`src/rtl/router_pkg.sv`:
```
// Constants and helpers shared by the three destination FIFOs of the packet router.
// A header byte carries the payload length in [7:2] and the destination address in [1:0].
package router_pkg;

    localparam int DATA_W       = 8;
    localparam int DEPTH        = 16;
    localparam int PTR_W        = $clog2(DEPTH) + 1;
    localparam int HDR_LEN_MSB  = 7;
    localparam int HDR_LEN_LSB  = 2;
    localparam int HDR_ADDR_MSB = 1;
    localparam int HDR_ADDR_LSB = 0;
    localparam int CNT_W        = 7;

    typedef logic [CNT_W-1:0]                     pkt_cnt_t;
    typedef logic [HDR_LEN_MSB-HDR_LEN_LSB:0]     hdr_len_t;
    typedef logic [HDR_ADDR_MSB-HDR_ADDR_LSB:0]   hdr_addr_t;

    // Bytes still owed after a header is read: the payload plus one parity byte.
    function automatic pkt_cnt_t pkt_len_load(input hdr_len_t len);
        return pkt_cnt_t'(len) + pkt_cnt_t'(1);
    endfunction

endpackage

```
`src/rtl/router_fifo_mem.sv`:
```
// Storage array for one router FIFO: one synchronous write port, one combinational read port.
// Contents are intentionally not reset; the pointers decide what is valid.
module router_fifo_mem #(
    parameter int DATA_W = 8,
    parameter int DEPTH  = 16
) (
    input  logic                     clock,
    input  logic                     we,
    input  logic [$clog2(DEPTH)-1:0] waddr,
    input  logic [DATA_W:0]          wdata,
    input  logic [$clog2(DEPTH)-1:0] raddr,
    output logic [DATA_W:0]          rdata
);

    logic [DATA_W:0] mem [DEPTH];

    always_ff @(posedge clock) begin
        if (we) begin
            mem[waddr] <= wdata;
        end
    end

    assign rdata = mem[raddr];

endmodule

```
`src/rtl/router_fifo.sv`:
```
// Destination FIFO of the packet router: stores header-tagged bytes and tracks how many
// payload/parity bytes of the packet currently being read are still outstanding.
module router_fifo #(
    parameter int DATA_W = router_pkg::DATA_W,
    parameter int DEPTH  = router_pkg::DEPTH
) (
    input  logic              clock,
    input  logic              reset,
    input  logic              soft_reset,
    input  logic              write_enb,
    input  logic              lfd_state,
    input  logic [DATA_W-1:0] data_in,
    input  logic              read_enb,
    output logic              full,
    output logic              empty,
    output logic [DATA_W-1:0] data_out,
    output logic              pkt_active
);

    import router_pkg::*;

    localparam int AW = $clog2(DEPTH);
    localparam int PW = AW + 1;

    logic [PW-1:0]   wr_ptr;
    logic [PW-1:0]   rd_ptr;
    pkt_cnt_t        pkt_cnt;
    logic [DATA_W:0] rd_word;
    logic            wr_acc;
    logic            rd_acc;
    logic            rd_tag;
    hdr_len_t        rd_len;

    // Flags come straight from the pointers so they reflect the state before the edge.
    assign empty  = (wr_ptr == rd_ptr);
    assign full   = (wr_ptr[AW-1:0] == rd_ptr[AW-1:0]) && (wr_ptr[AW] != rd_ptr[AW]);
    assign wr_acc = write_enb && !full;
    assign rd_acc = read_enb && !empty;

    assign rd_tag = rd_word[DATA_W];
    assign rd_len = rd_word[HDR_LEN_MSB:HDR_LEN_LSB];

    assign pkt_active = (pkt_cnt != '0);

    router_fifo_mem #(
        .DATA_W (DATA_W),
        .DEPTH  (DEPTH)
    ) u_mem (
        .clock (clock),
        .we    (wr_acc && !soft_reset),
        .waddr (wr_ptr[AW-1:0]),
        .wdata ({lfd_state, data_in}),
        .raddr (rd_ptr[AW-1:0]),
        .rdata (rd_word)
    );

    always_ff @(posedge clock or posedge reset) begin
        if (reset) begin
            wr_ptr <= '0;
        end else if (soft_reset) begin
            wr_ptr <= '0;
        end else if (wr_acc) begin
            wr_ptr <= wr_ptr + PW'(1);
        end
    end

    always_ff @(posedge clock or posedge reset) begin
        if (reset) begin
            rd_ptr   <= '0;
            data_out <= '0;
        end else if (soft_reset) begin
            rd_ptr   <= '0;
            data_out <= '0;
        end else if (rd_acc) begin
            rd_ptr   <= rd_ptr + PW'(1);
            data_out <= rd_word[DATA_W-1:0];
        end
    end

    // A header reload wins over the countdown; untagged reads past the packet end leave 0.
    always_ff @(posedge clock or posedge reset) begin
        if (reset) begin
            pkt_cnt <= '0;
        end else if (soft_reset) begin
            pkt_cnt <= '0;
        end else if (rd_acc) begin
            if (rd_tag) begin
                pkt_cnt <= pkt_len_load(rd_len);
            end else if (pkt_cnt != '0) begin
                pkt_cnt <= pkt_cnt - pkt_cnt_t'(1);
            end
        end
    end

endmodule

```
`config.mk`:
```
export PLATFORM = sky130hd
export DESIGN_NAME = router_fifo
export DESIGN_NICKNAME = d
export VERILOG_FILES = /design/src/rtl/router_pkg.sv /design/src/rtl/router_fifo_mem.sv /design/src/rtl/router_fifo.sv
export SDC_FILE = /design/constraint.sdc
export NUM_CORES = 1
export LEC_CHECK = 0
export BUFFER_PORTS_ARGS = -buffer_cell sky130_fd_sc_hd__buf_4
export CAP_MARGIN = 20
export CORE_UTILIZATION = 46
export DETAILED_ROUTE_END_ITERATION = 10
export GPL_TIMING_DRIVEN = 1
export SLEW_MARGIN = 20
export SYNTH_ARGS = -nofsm -noshare
export SYNTH_HDL_FRONTEND = slang
export SYNTH_SLANG_ARGS = --single-unit
```
`constraint.sdc`:
```
create_clock -name clock -period 3.6 [get_ports clock]
set_clock_uncertainty 0.05 [all_clocks]
set_input_delay 0.36 -clock clock [delete_from_list [all_inputs] [get_ports clock]]
set_output_delay 0.36 -clock clock [all_outputs]
set_load 0.1 [all_outputs]
```
==> summary.txt, run 1 <==
minimum period implied by the final worst setup slack -> 2860 ps
delay contributed by the slowest stage of the critical path -> 630 ps
post-CTS sizing -> 0
global routing usage summed across all routing layers -> 20.9%
slew at the pin closest to its max-slew limit -> 808 ps
flop and latch count out of synthesis -> 169
Period Utilization, post-route -> 79.4%
maximum vdd ir drop -> 0.407 mV
worst min path class -> in -> reg
Die W -> 126 um
TritonCTS clock tree -> done
Initial Util -> 48.0%
clock slew at the register clock pins of the worst setup and hold paths -> 70 ps
Top-Level Pins -> 25
fraction of post-synthesis cell area in the top cell type by area -> 61.1%
TritonCTS Sinks -> 169
synthesis-to-layout area growth -> 14.7%
number of global-route vias before repair -> 3,685
pin count of the biggest net entering global routing -> 34
critical path cell sequence -> inv_1 -> ha_1 -> or4b_2 -> nor3_1 -> inv_1 -> buf_4
number of slew-limit violations in the final report -> 0
element type at the critical path end -> primary output
share of the yosys chip area belonging to registers -> 69.9%
ranking of synthesized cells by instance count -> edfxtp_1, mux4_2, dfrtp_1, nand2_1, nor2_1
fraction of layout instances using a drive strength above 1 -> 26.1%
number of buffers created by CTS -> 17
top area cells in the synthesized netlist -> edfxtp_1, mux4_2, dfrtp_1, mux4_1, nand2_1
hold buffer count at cts -> 0
Switching Fraction -> 29.1%
status -> completed
Final Setup Violations -> 0
power dissipated by switching net loads -> 1.44 mW
dominant cell by count in the synthesized netlist -> edfxtp_1
cell family with the largest share of critical-path delay -> simple AND/OR/NAND/NOR gates
amount of wire on met3 after detailed routing -> 961 um
most used flip-flop cell after synthesis -> edfxtp_1
antenna violations before repair -> 0
number of buffers and inverters on the critical path -> 3
combinational cell fraction of total power -> 19.6%
cell taking the most area after synthesis -> edfxtp_1
layout net count -> 464
global-route wire length before repair -> 23,300 um
pwr/cell area -> 610 nW/um2
per-cell routed wire length -> 23.7 um
critical path fanouts, max -> 4
portion of total power attributed to sequential cells -> 45.1%
Setup Total Neg Slack -> 0 ps
number of nets still failing antenna checks after routing -> 0
number of buffers on the longest clock path -> 2
number of fill cells in the layout -> 1,158
clock root buffer -> clkbuf_16
count of vias placed by the detailed router -> 3,704
placer congestion estimate -> 0.794
CP arrival -> 2450 ps
wire length after detailed routing -> 15,100 um
later-pin clock latency in the skew report -> 440 ps
Top Metal Used -> met4
total count of hold-check failures in the final report -> 0
distinct cell type count after synthesis -> 47
count of maximum capacitance violations -> 0
mapped cell area -> 7080 um2
Ys Warns -> 0
Int Power -> 3.51 mW
area enclosed by the die boundary -> 15,900 um2
number of standard cells after synthesis -> 403
number of buffers added for setup after CTS -> 0
routed metal-1 wirelength -> 6570 um
fmax -> 350 MHz
part of the power in the clock network -> 35.2%
RSZ-0062 raised after global routing -> no
Starting DRT DRC Count -> 387
Pleak -> 2.77 nW
Synth Area per Inst -> 17.6 um2
tightest slew margin relative to the limit -> 46.1%
fraction of registers with async set or reset after synthesis -> 14.8%
number of remaining DRC errors -> 0
die boundary height -> 126 um
site row count -> 44
Buffers on Ports -> 24
Core Box Area -> 14,800 um2
sum of met2 wire segment lengths after detailed routing -> 7310 um
Crit path required time -> 3190 ps
total grt overflow -> 0
final core area utilization -> 55.0%
H-Tree Level Count -> 4
Antenna Cells -> 0
drt first pass iters -> 5
category of the critical setup timing path -> reg -> out
vias per std cell -> 5.79
Syn Nets -> 424
Max stage delay cell, worst path -> or4b_2
launching element type of the critical path -> flip-flop
total half-perimeter wirelength after legalization and detailed placement -> 9280 um
cell seen most often among critical-path stages -> inv_1
Hold Worst Slack -> 163 ps
EDFF count, synth -> 144
area by class of cell:
type | count | area (um2) | share of cell area [%]
Multi-Input combinational cell | 205 | 2010 | 24.7
Clock buffer | 18 | 429 | 5.29
Clock inverter | 14 | 140 | 1.73
Timing Repair Buffer | 41 | 328 | 4.04
Inverter | 9 | 33.8 | 0.416
Sequential cell | 169 | 4950 | 61.0
Tap cell | 184 | 230 | 2.84
cell usage in the layout, fill, tap and decap left out, types with 4 or more instances in the layout:
cell type | Yosys | final
nand2_1 | 25 | 25
nor3_1 | 6 | 6
inv_6 | 0 | 4
clkinv_4 | 0 | 4
or3_1 | 4 | 4
buf_4 | 3 | 39
inv_1 | 9 | 8
and2_1 | 8 | 8
nand4_1 | 6 | 6
xor2_1 | 8 | 8
o21a_1 | 4 | 4
mux4_2 | 34 | 34
clkbuf_16 | 0 | 18
ha_1 | 7 | 7
edfxtp_1 | 144 | 144
a22oi_1 | 7 | 7
a21oi_1 | 13 | 13
and3_1 | 7 | 7
nor2_1 | 20 | 20
mux4_1 | 6 | 6
xnor2_1 | 8 | 8
dfrtp_1 | 25 | 23
flip-flops by register name, indices dropped and copies added (netlist names):
register   flops
u_mem.mem    144
rd_ptr         5
wr_ptr         5
data_out       8
pkt_cnt        7
power groups by stage:
| stage | Combinational [mW] | Clock, mW | Sequential [mW] |
|---|---|---|---|
| 2_1_floorplan | 0.682 | 0 | 2.35 |
| 3_3_place_gp | 0.963 | 0 | 2.27 |
| 3_5_place_dp | 0.971 | 0 | 2.28 |
| 4_1_cts | 0.974 | 1.77 | 2.23 |
| 5_1_grt | 1.05 | 1.85 | 2.24 |
| 6_report | 0.972 | 1.74 | 2.23 |
cells by family (layout without fill, tap and decap cells):
| logic type | after synthesis | count (layout) | share of synthesized area, % |
|---|---|---|---|
| XOR/XNOR | 16 | 16 | 1.98 |
| adder cells (fa/ha/maj) | 7 | 7 | 1.24 |
| AND/OR/NAND/NOR | 96 | 96 | 7.10 |
| buffers and inverters | 29 | 82 | 2.03 |
| flip-flops | 169 | 169 | 69.9 |
| AO/OA/AOI/OAI | 42 | 42 | 4.13 |
| multiplexers | 44 | 44 | 13.6 |
worst paths after layout:
path	endpoint	start	cells after the start	slack, ps
worst max-delay path	pkt_active	pkt_cnt[0]$_DFFE_PP0P_	6	740
worst min-delay path	u_mem.mem[13][7]$_DFFE_PP_	data_in[7]	1	160
worst max register to register	pkt_cnt[2]$_DFFE_PP0P_	rd_ptr[2]$_DFFE_PP0P_	7	790
worst min register to register	data_out[5]$_DFFE_PP0P_	data_out[5]$_DFFE_PP0P_	2	470
max in group asynchronous	rd_ptr[0]$_DFFE_PP0P_	reset	4	2760
min in group asynchronous	wr_ptr[0]$_DFFE_PP0P_	reset	3	340
metrics by stage:
stage                     cells  worst slack (ps)  instance area, um2  total power, mW
after CTS                   638               730                8090             4.98
after global routing        640               544                8120             5.14
after detailed placement    606               815                7520             3.25
final                       640               742                8120             4.95
after floorplan             403               544                7080             3.03
after global placement      606               805                7520             3.24
metal layers:
layer  vias to the layer above  global-route usage (%)
met5                         -                       0
met4                         0                    8.65
met3                        14                    4.04
met2                       129                    33.1
met1                      1889                    28.7
li1                       1672                       -
worst reg2reg max path, stage by stage, from the launching register on:
cell,delay [ps]
dfrtp_1,640
buf_4,310
mux4_1,340
mux4_2,550
ha_1,260
or3_1,370
nand3_1,90
a21oi_1,60
No activity file was read; power rests on OpenSTA's default activity.
==> run 2: changes to the inputs <==
- ABC_AREA: default -> 1
- clock period: 3.6 -> 2.6 ns (I/O delays scaled with it)
==> run 2 against run 1 <==
Count of clock-buffer cells in the layout is 1 lower. Worst hold slack worse by 49 ps. Critical path depth increased by 3. Critical endpoint is now u_mem.mem[6][0]$_DFFE_PP_.
==> summary.txt, run 2 <==
status -> completed
registers with the most flip-flops -> u_mem.mem (144), data_out (8), pkt_cnt (7)
CP arrival -> 2420 ps
fraction of registers with async set or reset after synthesis -> 14.8%
category of the critical setup timing path -> reg -> reg
Antenna Cells -> 0
hold buffer count at cts -> 0
Core Box Area -> 15,900 um2
depth of the critical timing path with buffers and inverters included -> 9
worst min path class -> in -> reg
die boundary height -> 130 um
reg-to-reg critical path startpoint -> rd_ptr[2]$_DFFE_PP0P_
most frequent cells in the layout -> nand2_1, edfxtp_1, nor2_1
number of standard cells after synthesis -> 721
Starting DRT DRC Count -> 379
antenna violations before repair -> 0
pwr/cell area -> 826 nW/um2
distinct cell type count after synthesis -> 37
pin count of the biggest net entering global routing -> 79
minimum setup slack after placement -> 285 ps
global-route wire length before repair -> 26,500 um
fmax -> 428 MHz
number of slew-limit violations in the final report -> 0
post-CTS sizing -> 0
fraction of post-synthesis cell area in the top cell type by area -> 57.3%
post-place instance area -> 7990 um2
Max stage delay cell, worst path -> dfrtp_1
element type at the critical path end -> flip-flop
cell taking the most area after synthesis -> edfxtp_1
final cell area excluding filler cells -> 8610 um2
synthesis-to-layout area growth -> 14.1%
Top-Level Pins -> 25
Reg with most FFs -> u_mem.mem
Synth Area per Inst -> 10.5 um2
top area cells in the synthesized netlist -> edfxtp_1, nand2_1, dfrtp_1, inv_1, nor2_1
delay contributed by the slowest stage of the critical path -> 520 ps
total count of hold-check failures in the final report -> 0
TritonCTS clock tree -> done
minimum period implied by the final worst setup slack -> 2330 ps
total half-perimeter wirelength after legalization and detailed placement -> 11,000 um
area enclosed by the die boundary -> 16,900 um2
cell total after placement -> 960
Final Setup Violations -> 0
count of vias placed by the detailed router -> 5,087
most common cell after layout, fill and taps aside -> nand2_1
maximum vdd ir drop -> 0.619 mV
flop and latch count out of synthesis -> 169
Ys Warns -> 0
critical path cell sequence -> xor2_1 -> nor2_1 -> nand2_1 -> or2_1 -> nand2_1 -> nor2_1 -> nand2_1 -> nor2_1 -> buf_4
endpoint of the worst-slack reg-to-reg timing path -> u_mem.mem[6][0]$_DFFE_PP_
mapped cell area -> 7550 um2
later-pin clock latency in the skew report -> 420 ps
cell family with the largest share of critical-path delay -> simple AND/OR/NAND/NOR gates
number of buffers on the longest clock path -> 2
Syn Nets -> 742
global routing usage summed across all routing layers -> 21.8%
fraction of layout instances using a drive strength above 1 -> 13.2%
tightest slew margin relative to the limit -> 36.8%
critical path fanouts, max -> 8
site row count -> 46
count of maximum capacitance violations -> 0
number of global-route vias before repair -> 4,821
Hold Path End -> wr_ptr[4]$_DFFE_PP0P_
clock slew at the register clock pins of the worst setup and hold paths -> 70 ps
launching element type of the critical path -> flip-flop
depth of the worst register-to-register path -> 9
Period Utilization, post-route -> 89.8%
ranking of synthesized cells by instance count -> nand2_1, edfxtp_1, inv_1, nor2_1, nand3_1
number of nets still failing antenna checks after routing -> 0
Die W -> 130 um
slew at the pin closest to its max-slew limit -> 942 ps
Pleak -> 3.56 nW
start point of the worst hold path -> soft_reset
per-cell routed wire length -> 17.2 um
worst reg2reg setup slack -> 270 ps
Worst Slack Setup Final -> 265 ps
most used flip-flop cell after synthesis -> edfxtp_1
drt first pass iters -> 5
layout net count -> 785
instance count along the most critical hold path -> 3
H-Tree Level Count -> 4
placer congestion estimate -> 0.827
dominant cell by count in the synthesized netlist -> nand2_1
RSZ-0062 raised after global routing -> no
number of buffers created by CTS -> 17
wire length after detailed routing -> 17,000 um
number of buffers added for setup after CTS -> 0
vias per std cell -> 5.13
number of fill cells in the layout -> 1,421
sum of internal, switching and leakage power -> 7.11 mW
Hold Worst Slack -> 115 ps
EDFF count, synth -> 144
number of remaining DRC errors -> 0
final instance count without filler cells -> 991
clock root buffer -> clkbuf_16
max FFs per register -> 144
Crit path required time -> 2680 ps
share of the yosys chip area belonging to registers -> 65.6%
Initial Util -> 47.3%
Setup Total Neg Slack -> 0 ps
number of buffers and inverters on the critical path -> 1
TritonCTS Sinks -> 169
Buffers on Ports -> 24
final core area utilization -> 54.0%
total grt overflow -> 0
[run 2: changes by cell type in the layout (fill, tap and decap cells not counted), sizes merged, moves of 5 or more]
cell,previous run,this run
nand2,25,200
inv,14,79
nor2,20,79
nand3,2,53
o21ai,4,55
mux4,40,0
buf,39,52
and2,9,0
and3,8,0
a22oi,7,0
a21oi,13,8
o22ai,3,8
xnor2,8,3
[run 2: area by class of cell]
cell class	count	area [um2]	area share, %
clock buffers	17	425	4.94
multi-input cells	441	2050	23.8
clock inverters	13	184	2.14
well taps	216	270	3.14
repair buffers	53	413	4.80
flip-flops and latches	169	4950	57.5
inverters	82	313	3.63
[run 2: logic make-up after synthesis]
logic type,count (synthesis),share of synthesized area (%)
adder cells (fa/ha/maj),7,1.16
buffers and inverters,111,7.21
AND/OR/NAND/NOR,342,18.8
XOR/XNOR,8,0.929
flip-flops,169,65.6
AO/OA/AOI/OAI,84,6.28
[run 2: power breakdown]
part	switching, mW	internal, mW	leakage [nW]	total [mW]
sequential	0.0536	3.02	1.64	3.07
combinational	1.01	0.378	1.62	1.38
clock	0.980	1.67	0.300	2.65
total	2.04	5.07	3.56	7.11
[run 2: worst max path at each step]
stage                                     start                    endpoint
after global routing      rd_ptr[2]$_DFFE_PP0P_   u_mem.mem[6][8]$_DFFE_PP_
after CTS                 rd_ptr[2]$_DFFE_PP0P_   u_mem.mem[6][8]$_DFFE_PP_
final                     rd_ptr[2]$_DFFE_PP0P_   u_mem.mem[6][0]$_DFFE_PP_
after detailed placement  rd_ptr[2]$_DFFE_PP0P_   u_mem.mem[6][0]$_DFFE_PP_
after global placement    rd_ptr[0]$_DFFE_PP0P_      pkt_cnt[2]$_DFFE_PP0P_
after floorplan           rd_ptr[0]$_DFFE_PP0P_  u_mem.mem[11][0]$_DFFE_PP_
[run 2: worst register-to-register path, stage by stage (launching register included)]
cell,delay [ps]
dfrtp_1,520
xor2_1,180
nor2_1,70
nand2_1,50
or2_1,110
nand2_1,100
nor2_1,330
nand2_1,210
nor2_1,230
buf_4,190
[run 2: per-layer routing]
layer  GRT usage [%]  vias up  part of all wire, %
met1            28.7     2449                   44
met2            36.7      141                   49
met3            3.73       16                  5.6
li1                -     2481                    -
met5               0        -                    0
met4            7.11        0                  1.3
